## src/rtl/tcu_drl_k_sched.sv

```systemverilog
// K-loop scheduler for the TCU dot-product datapath: streams K-step operands
// round-robin over NUM_ACC accumulators, recirculates partial sums, drains results.
module tcu_drl_k_sched #(
  parameter int N              = 2,
  parameter int NUM_ACC        = 4,
  parameter int KW             = 8,
  parameter int TCU_MAX_INPUTS = 8,
  parameter int AW             = (NUM_ACC > 1) ? $clog2(NUM_ACC) : 1
) (
  input  logic                      clk,
  input  logic                      reset,
  input  logic                      cmd_valid,
  output logic                      cmd_ready,
  input  logic [2:0]                cmd_fmt,
  input  logic [KW-1:0]             cmd_ksteps,
  input  logic [TCU_MAX_INPUTS-1:0] cmd_vld_mask,
  input  logic [NUM_ACC*32-1:0]     cmd_c_init,
  input  logic                      opd_valid,
  output logic                      opd_ready,
  input  logic [N*32-1:0]           opd_a_row,
  input  logic [N*32-1:0]           opd_b_col,
  output logic                      dp_valid,
  output logic [2:0]                dp_fmtf,
  output logic [TCU_MAX_INPUTS-1:0] dp_vld_mask,
  output logic [N*32-1:0]           dp_a_row,
  output logic [N*32-1:0]           dp_b_col,
  output logic [31:0]               dp_c_val,
  output logic [AW-1:0]             dp_tag,
  input  logic                      dp_rsp_valid,
  input  logic [AW-1:0]             dp_rsp_tag,
  input  logic [31:0]               dp_rsp_data,
  output logic                      res_valid,
  input  logic                      res_ready,
  output logic [AW-1:0]             res_idx,
  output logic [31:0]               res_data,
  output logic                      busy
);

  typedef enum logic [1:0] {IDLE, RUN, WAIT, DRAIN} state_e;

  localparam logic [AW-1:0] LAST_ACC = AW'(NUM_ACC - 1);

  state_e                      state_q, state_d;
  logic [2:0]                  fmt_q, fmt_d;
  logic [TCU_MAX_INPUTS-1:0]   mask_q, mask_d;
  logic [KW-1:0]               ksteps_q, ksteps_d;
  logic [KW:0]                 k_q, k_d;
  logic [AW-1:0]               cur_acc_q, cur_acc_d;
  logic [AW-1:0]               drain_idx_q, drain_idx_d;
  logic [NUM_ACC-1:0]          pending_q, pending_d;
  logic [31:0]                 acc_buf_q [NUM_ACC];
  logic [31:0]                 acc_buf_d [NUM_ACC];
  logic                        rsp_hit;
  logic                        issue;
  logic                        last_issue;

  always_comb begin
    rsp_hit = 1'b0;
    if (dp_rsp_valid && (int'(dp_rsp_tag) < NUM_ACC)) begin
      rsp_hit = pending_q[dp_rsp_tag];
    end
    issue      = (state_q == RUN) && opd_valid && !pending_q[cur_acc_q];
    last_issue = issue && (cur_acc_q == LAST_ACC) &&
                 ((k_q + (KW+1)'(1)) == {1'b0, ksteps_q});

    state_d     = state_q;
    fmt_d       = fmt_q;
    mask_d      = mask_q;
    ksteps_d    = ksteps_q;
    k_d         = k_q;
    cur_acc_d   = cur_acc_q;
    drain_idx_d = drain_idx_q;
    pending_d   = pending_q;
    acc_buf_d   = acc_buf_q;

    // Responses for accumulators that are not in flight are dropped, which is
    // what makes stragglers from an aborted tile harmless.
    if (rsp_hit) begin
      acc_buf_d[dp_rsp_tag] = dp_rsp_data;
      pending_d[dp_rsp_tag] = 1'b0;
    end
    if (issue) begin
      pending_d[cur_acc_q] = 1'b1;
    end

    case (state_q)
      IDLE: begin
        if (cmd_valid) begin
          fmt_d       = cmd_fmt;
          mask_d      = cmd_vld_mask;
          ksteps_d    = cmd_ksteps;
          k_d         = '0;
          cur_acc_d   = '0;
          drain_idx_d = '0;
          pending_d   = '0;
          for (int i = 0; i < NUM_ACC; i++) begin
            acc_buf_d[i] = cmd_c_init[i*32 +: 32];
          end
          state_d = (cmd_ksteps == '0) ? DRAIN : RUN;
        end
      end
      RUN: begin
        if (issue) begin
          if (cur_acc_q == LAST_ACC) begin
            cur_acc_d = '0;
            k_d       = k_q + (KW+1)'(1);
          end else begin
            cur_acc_d = cur_acc_q + AW'(1);
          end
          if (last_issue) begin
            state_d = WAIT;
          end
        end
      end
      WAIT: begin
        // Looking at the next pending vector lets the drain start right
        // after the final response lands in acc_buf.
        if (pending_d == '0) begin
          drain_idx_d = '0;
          state_d     = DRAIN;
        end
      end
      DRAIN: begin
        if (res_ready) begin
          if (drain_idx_q == LAST_ACC) begin
            state_d = IDLE;
          end else begin
            drain_idx_d = drain_idx_q + AW'(1);
          end
        end
      end
      default: state_d = IDLE;
    endcase
  end

  always_comb begin
    cmd_ready   = (state_q == IDLE);
    opd_ready   = issue;
    dp_valid    = issue;
    dp_fmtf     = issue ? fmt_q : 3'd0;
    dp_vld_mask = issue ? mask_q : '0;
    dp_a_row    = issue ? opd_a_row : '0;
    dp_b_col    = issue ? opd_b_col : '0;
    dp_c_val    = issue ? acc_buf_q[cur_acc_q] : 32'd0;
    dp_tag      = issue ? cur_acc_q : '0;
    res_valid   = (state_q == DRAIN);
    res_idx     = (state_q == DRAIN) ? drain_idx_q : '0;
    res_data    = (state_q == DRAIN) ? acc_buf_q[drain_idx_q] : 32'd0;
    busy        = (state_q != IDLE);
  end

  always_ff @(posedge clk) begin
    if (reset) begin
      state_q     <= IDLE;
      fmt_q       <= '0;
      mask_q      <= '0;
      ksteps_q    <= '0;
      k_q         <= '0;
      cur_acc_q   <= '0;
      drain_idx_q <= '0;
      pending_q   <= '0;
      for (int i = 0; i < NUM_ACC; i++) begin
        acc_buf_q[i] <= '0;
      end
    end else begin
      state_q     <= state_d;
      fmt_q       <= fmt_d;
      mask_q      <= mask_d;
      ksteps_q    <= ksteps_d;
      k_q         <= k_d;
      cur_acc_q   <= cur_acc_d;
      drain_idx_q <= drain_idx_d;
      pending_q   <= pending_d;
      acc_buf_q   <= acc_buf_d;
    end
  end

  // While a tile is active every response must target an in-flight accumulator.
  assert property (@(posedge clk) disable iff (reset)
    (dp_rsp_valid && (state_q != IDLE)) |-> rsp_hit);

endmodule

```

## config.mk

```make
export PLATFORM = sky130hd
export DESIGN_NAME = tcu_drl_k_sched
export DESIGN_NICKNAME = d
export VERILOG_FILES = /design/src/rtl/tcu_drl_k_sched.sv
export SDC_FILE = /design/constraint.sdc
export NUM_CORES = 1
export LEC_CHECK = 0
export CORE_AREA = 2 2 202 204
export CTS_BUF_LIST = sky130_fd_sc_hd__clkbuf_4
export CTS_CLUSTER_DIAMETER = 60
export DETAILED_ROUTE_END_ITERATION = 8
export DIE_AREA = 0 0 204 206
export DONT_BUFFER_PORTS = 1
export PLACE_DENSITY = 0.46
export SLEW_MARGIN = 10
export SYNTH_ARGS = -nofsm -noshare
export SYNTH_HDL_FRONTEND = slang
export SYNTH_SLANG_ARGS = --single-unit
export TNS_END_PERCENT = 10
```

## constraint.sdc

```tcl
create_clock -name clk -period 3.15 [get_ports clk]
set_clock_uncertainty 0.05 [all_clocks]
set_input_delay 0.4725 -clock clk [delete_from_list [all_inputs] [get_ports clk]]
set_output_delay 0.4725 -clock clk [all_outputs]
set_load 0.02 [all_outputs]
```

Yosys cells after proc, flatten, opt, wreduce, memory -nomap -nowiden
Index checks and enable logic that the tools add are counted.
{ "word_totals": {"register_bits": 166, "elab_cells": 115} }
{ "classes": {"add_sub_neg": 3, "magnitude_cmp": 8, "n_eq_ne": 14, "n_mux": 53, "n_bitwise": 6, "reduce_logical": 19} }
{ "op_table": {"columns": ["cell", "n"], "rows": [
  ["128-bit 2-to-1 mux", 3],
  ["32-bit 2-to-1 mux", 7],
  ["32-bit binary-select mux with 2-bit select", 2],
  ["128-bit bitwise mux", 1],
  ["64-bit 2-to-1 mux", 2],
  ["32-bit demux with 2-bit select", 1],
  ["2-bit 2-to-1 mux", 15],
  ["9-bit 2-to-1 mux", 3],
  ["9-bit case mux with 2 select lines", 1],
  ["4-bit 2-to-1 mux", 4],
  ["2-bit inequality test (second input constant)", 5],
  ["9-bit by 1-bit adder with 9-bit output (second input constant)", 1],
  ["9-bit by 8-bit equality test with 1-bit output", 1],
  ["3-bit greater-or-equal comparator (second input constant)", 3],
  ["2-bit NOT with 3-bit output", 3],
  ["2-bit equality test (second input constant)", 4],
  ["8-bit zero test", 1],
  ["8-bit 2-to-1 mux", 1],
  ["2-bit case mux with 4 select lines", 1],
  ["1-bit logical AND", 7],
  ["2-bit by 3-bit less-than comparator with 1-bit output (second input constant)", 2],
  ["2-bit by 1-bit inequality test with 1-bit output (second input constant)", 3],
  ["2-bit case mux with 3 select lines", 1],
  ["6-bit AND reduction", 1],
  ["other kinds (21)", 30]
]} }

Logic depth before layout (Yosys ltp)
{ "depth": {"ltp_word": 12, "depth_mapped": 10} }

Worst setup path before layout
Ideal clock, no wire load.
{ "synth_timing": {"path_type": "flip-flop to flip-flop", "from": "register cur_acc_q[0]", "to": "register state_q[0]", "setup_time_ns": 0.086, "arrival_time_ns": 2.676, "t_required_ns": 3.014, "path_slack_ns": 0.339, "path_stages_with_launch": 10, "path_buffers": 2, "path_cell_list": "dfxtp_1 -> buf_6 -> buf_1 -> inv_1 -> ha_1 -> or4_1 -> a211oi_2 -> nor2_1 -> or3_1 -> a211oi_1"} }
{ "synth_via": {"elab_chain_cells": 9, "elab_cells_between_ends": 19, "classes_between": "order compare (2); eq/ne (4); mux (5); bitwise (1); reduce/logical (7)"} }
{ "synth_rtl": {"columns": ["element", "line_no", "rtl"], "rows": [
  ["start: declaration", "48", "logic [AW-1:0] cur_acc_q, cur_acc_d;"],
  ["start signal: assignment", "171", "cur_acc_q <= cur_acc_d;"],
  ["2-bit by 3-bit less-than comparator with 1-bit output (implied by the code) or 2-bit by 1-bit greater-or-equal comparator with 1-bit output (tied branches)", "83", "pending_d[cur_acc_q] = 1'b1;"],
  ["1-bit logical AND (implied by the code)", "83", null],
  ["1-bit 2-to-1 mux (implied by the code)", "83", null],
  ["1-bit demux with 2-bit select", "83", null],
  ["4-bit OR (no line)", null, null],
  ["4-bit 2-to-1 mux", "82", "if (issue) begin"],
  ["4-bit zero test", "118", "if (pending_d == '0) begin"],
  ["2-bit inequality test (no line)", null, null],
  ["6-bit AND reduction (no line) (*)", null, null],
  ["end signal: assignment", "166", "state_q <= state_d;"],
  ["end: declaration", "43", "state_e state_q, state_d;"]
]} }
Every way passes the cells marked *; elsewhere a longest branch is shown, timed or not. The select of a mux whose other input is x is not followed.
A chain may end at the register's enable or synchronous reset.

Final worst setup path
{ "layout_timing": {"from": "register state_q[1]", "to": "output port dp_b_col[22]"} }
{ "layout_via": {"elab_chain_cells": 4} }
{ "layout_rtl": {"columns": ["element", "line_no", "rtl"], "rows": [
  ["2-bit by 1-bit equality test with 1-bit output", "62", "issue = (state_q == RUN) && opd_valid && !pending_q[cur_acc_q];"],
  ["1-bit logical AND (2 in series)", "62", null],
  ["64-bit 2-to-1 mux", "143", "dp_b_col = issue ? opd_b_col : '0;"],
  ["end: declaration", "26", "output logic [N*32-1:0] dp_b_col,"]
]} }
No other way between the ends.

==> impl_metrics.yaml <==
setup_path:
  worstSetupStartpointType: "flip-flop"
  cp.arrival_ps: 2550
  crit_required_ps: 2630
  r2r_cells: 10
  path_class: "reg -> out"
  critPathMaxFanout: 47
  crit_slowest_cell: "dfxtp_4"
  crit_chain: "inv_4 > ha_4 > and3_4 > a22oi_2 > bufinv_8 > buf_12 > and2_1 > buf_4"
  end_kind: "output port"
  max_stage_delay_ps: 400
detailed_routing:
  first_iter_violations: 791
  first_pass_iters: 5
  post_drt_via_cell_ratio: 5.24
  routedWlPerCell_um: 29.5
  wl_met2_um: 27500
  dr_wl_met3_um: 6840
  ant_nets: 0
  routed_wl_um: 59200
  drc: 0
  maxUsedRoutingLayer: "met5"
  num_vias: 10500
  wl_met1_um: 22000
finish:
  layout-drive-gt1-share_pct: 22.2
  syn2layout_area_growth_pct: 53.6
  final_nets: 1763
  final_core_util_pct: 38.6
synth:
  synthTopCellsByArea: "dfxtp_1 33%, mux4_2 14%, and2_1 13%, mux2i_1 13%, o21ai_0 7.0%"
  synth_nets: 1428
  synth.distinct_cells: 51
  synth_ff_type: "dfxtp_1"
  mappedNetlistArea_um2: 10100
  synth_common_cells: "209 x and2_1, 166 x dfxtp_1, 142 x nand2_1, 142 x o21ai_0, 130 x mux2i_1"
  seq_area_frac_synth_pct: 32.9
  synth_edf_count: 0
  ys.warnings.count: 0
  ys_ff_latch: 166
  yosys.area.top_type: "dfxtp_1"
  async_flop_share_pct: 0
  synth_cells: 1102
  yosysMostFrequentCell: "and2_1"
  synth_top_cell_area_share_pct: 32.9
  avgSynthCellArea_um2: 9.16
clock_tree:
  clock_latency_ps: 730
  numCtsBuffers: 17
  cts_sinks: 166
  clockBufferDepth: 2
  cts_max_level: 4
  cts-root-buf: "clkbuf_4"
  cts_tree: "yes"
  clkTransAtPathRegs_ps: 160
timing:
  min_period_ps: 3070
  drv_slew: 0
  slew_headroom_pct: 45.8
  final-setup-viol-count: 0
  fin_crit_sh_pct: 97.5
  tightest_slew_ps: 810
  fmaxAchievable_mhz: 325
  rsz0062_at_grt: "yes"
  hold_violations: 0
  finalHoldWorstSlack_ps: 120
global_route:
  grt_pass1_wl_um: 79400
  grt_usage_pct: 27.3
  grt_pass1_vias: 10400
  grt_antenna_before_repair: 44
  grt_overflow: 0
  grt_max_degree: 57
place:
  place_congestion: 0.923
  dp_hpwl_um: 43000
  io_buffers: 0
hold_path:
  hp-class: "in -> reg"
  hold_depth: 3
die:
  core_area_um2: 40200
  ios: 527
  initial_utilization_pct: 25.1
  dieArea_um2: 42000
  die_y_um: 206
  die_width_um: 204
  row_count: 74
power_and_ir_drop:
  p_leak_nw: 6.57
  powerDensity_nw_per_um2: 545
  max-vdd-ir-drop_uv: 292
run_status:
  status: "complete, no violations"
job:
  max-cap-violations: 0
[stage by stage]
stage | total power, mW | cell area (um^2) | cells | setup slack (ps) | setup TNS (ps)
2_1_floorplan | 4.76 | 10100 | 1102 | 339 | 0
3_3_place_gp | 6.13 | 11900 | 1655 | 625 | 0
3_5_place_dp | 6.15 | 11900 | 1655 | 575 | 0
4_1_cts | 8.30 | 15300 | 1976 | -119 | -2080
5_1_grt | 8.90 | 15500 | 1995 | -71.7 | -2000
6_report | 8.45 | 15500 | 2010 | 77.3 | 0
[layout make-up]
| class | count | area (um^2) |
|---|---|---|
| clock inverters | 14 | 125 |
| fillers | 4037 | 24700 |
| inverters | 10 | 53.8 |
| flip-flops and latches | 166 | 3340 |
| multi-input cells | 831 | 6550 |
| clock buffers | 18 | 135 |
| repair buffers | 408 | 4550 |
| repair inverters | 3 | 17.5 |
| diodes | 28 | 70.1 |
| well taps | 532 | 666 |
[power breakdown]
| group | internal (mW) | total [mW] | switching [mW] |
|---|---|---|---|
| clock network | 0.405 | 1.33 | 0.929 |
| logic | 2.11 | 4.35 | 2.24 |
| registers | 2.47 | 2.76 | 0.288 |
| total | 4.99 | 8.45 | 3.46 |
[layout by cell type (no fill, tap or decap), types with 7 or more instances in the layout]
master and instances:
and2_2 29, xnor2_1 7, nand2_1 142, buf_6 11
diode_2 28, inv_1 8, o21ai_0 142, ha_1 9
mux2i_1 129, dlygate4sd3_1 283, buf_12 52, mux4_2 63
a21oi_1 20, a22o_1 19, nor2_1 13, buf_4 57
clkbuf_4 18, and2_4 49, and2_1 131, dfxtp_1 160
[cells by family (layout without fill, tap and decap cells)]
kind of cell | after synthesis | count (layout) | synth area share [%]
AO/OA/AOI/OAI | 201 | 201 | 11.2
XOR/XNOR | 10 | 10 | 0.868
adder cells (fa/ha/maj) | 11 | 11 | 1.36
buffers and inverters | 105 | 453 | 4.30
flip-flops | 166 | 166 | 32.9
multiplexers | 194 | 194 | 27.2
other | 0 | 28 | 0
AND/OR/NAND/NOR | 415 | 415 | 22.1
[critical path: cells and delay by family, from the launching register on]
| kind | cells | cell delay [ps] |
|---|---|---|
| buffers and inverters | 4 | 670 |
| AOI/OAI and AO/OA | 1 | 220 |
| adders and majority gates | 1 | 160 |
| and+or+nand+nor | 2 | 360 |
| DFF | 1 | 400 |
[registers in the layout, summed over array words and instances (netlist names)]
| register | cells |
|---|---|
| k_q | 9 |
| drain_idx_q | 2 |
| pending_q | 4 |
| cur_acc_q | 2 |
| fmt_q | 3 |
| state_q | 2 |
| mask_q | 8 |
| ksteps_q | 8 |
| acc_buf_q | 128 |
[path summary, 6_finish.rpt]
kind | start | to | slack (ps)
max | state_q[1] | dp_b_col[22] | 80
min | reset | ksteps_q[7] | 120
max reg2reg | state_q[0] | state_q[0] | 420
min reg2reg | mask_q[5] | mask_q[5] | 440
[metal layers]
| metal | GRT usage (%) | up-vias |
|---|---|---|
| li1 | - | 4579 |
| met1 | 30.5 | 5173 |
| met3 | 13.9 | 148 |
| met4 | 13.4 | 16 |
| met5 | 0 | - |
| met2 | 43.0 | 609 |
[what timing repair did]
item                       4_1_cts  5_1_grt
setup endpoints to repair      186      186
hold buffers                   283        0
pin swaps                        1       13
hold endpoints to repair       166        0
gates resized for setup        101       18
setup buffers                    4        2
gates cloned                     2        4
Note: power is estimated with default switching activity, not from simulation.
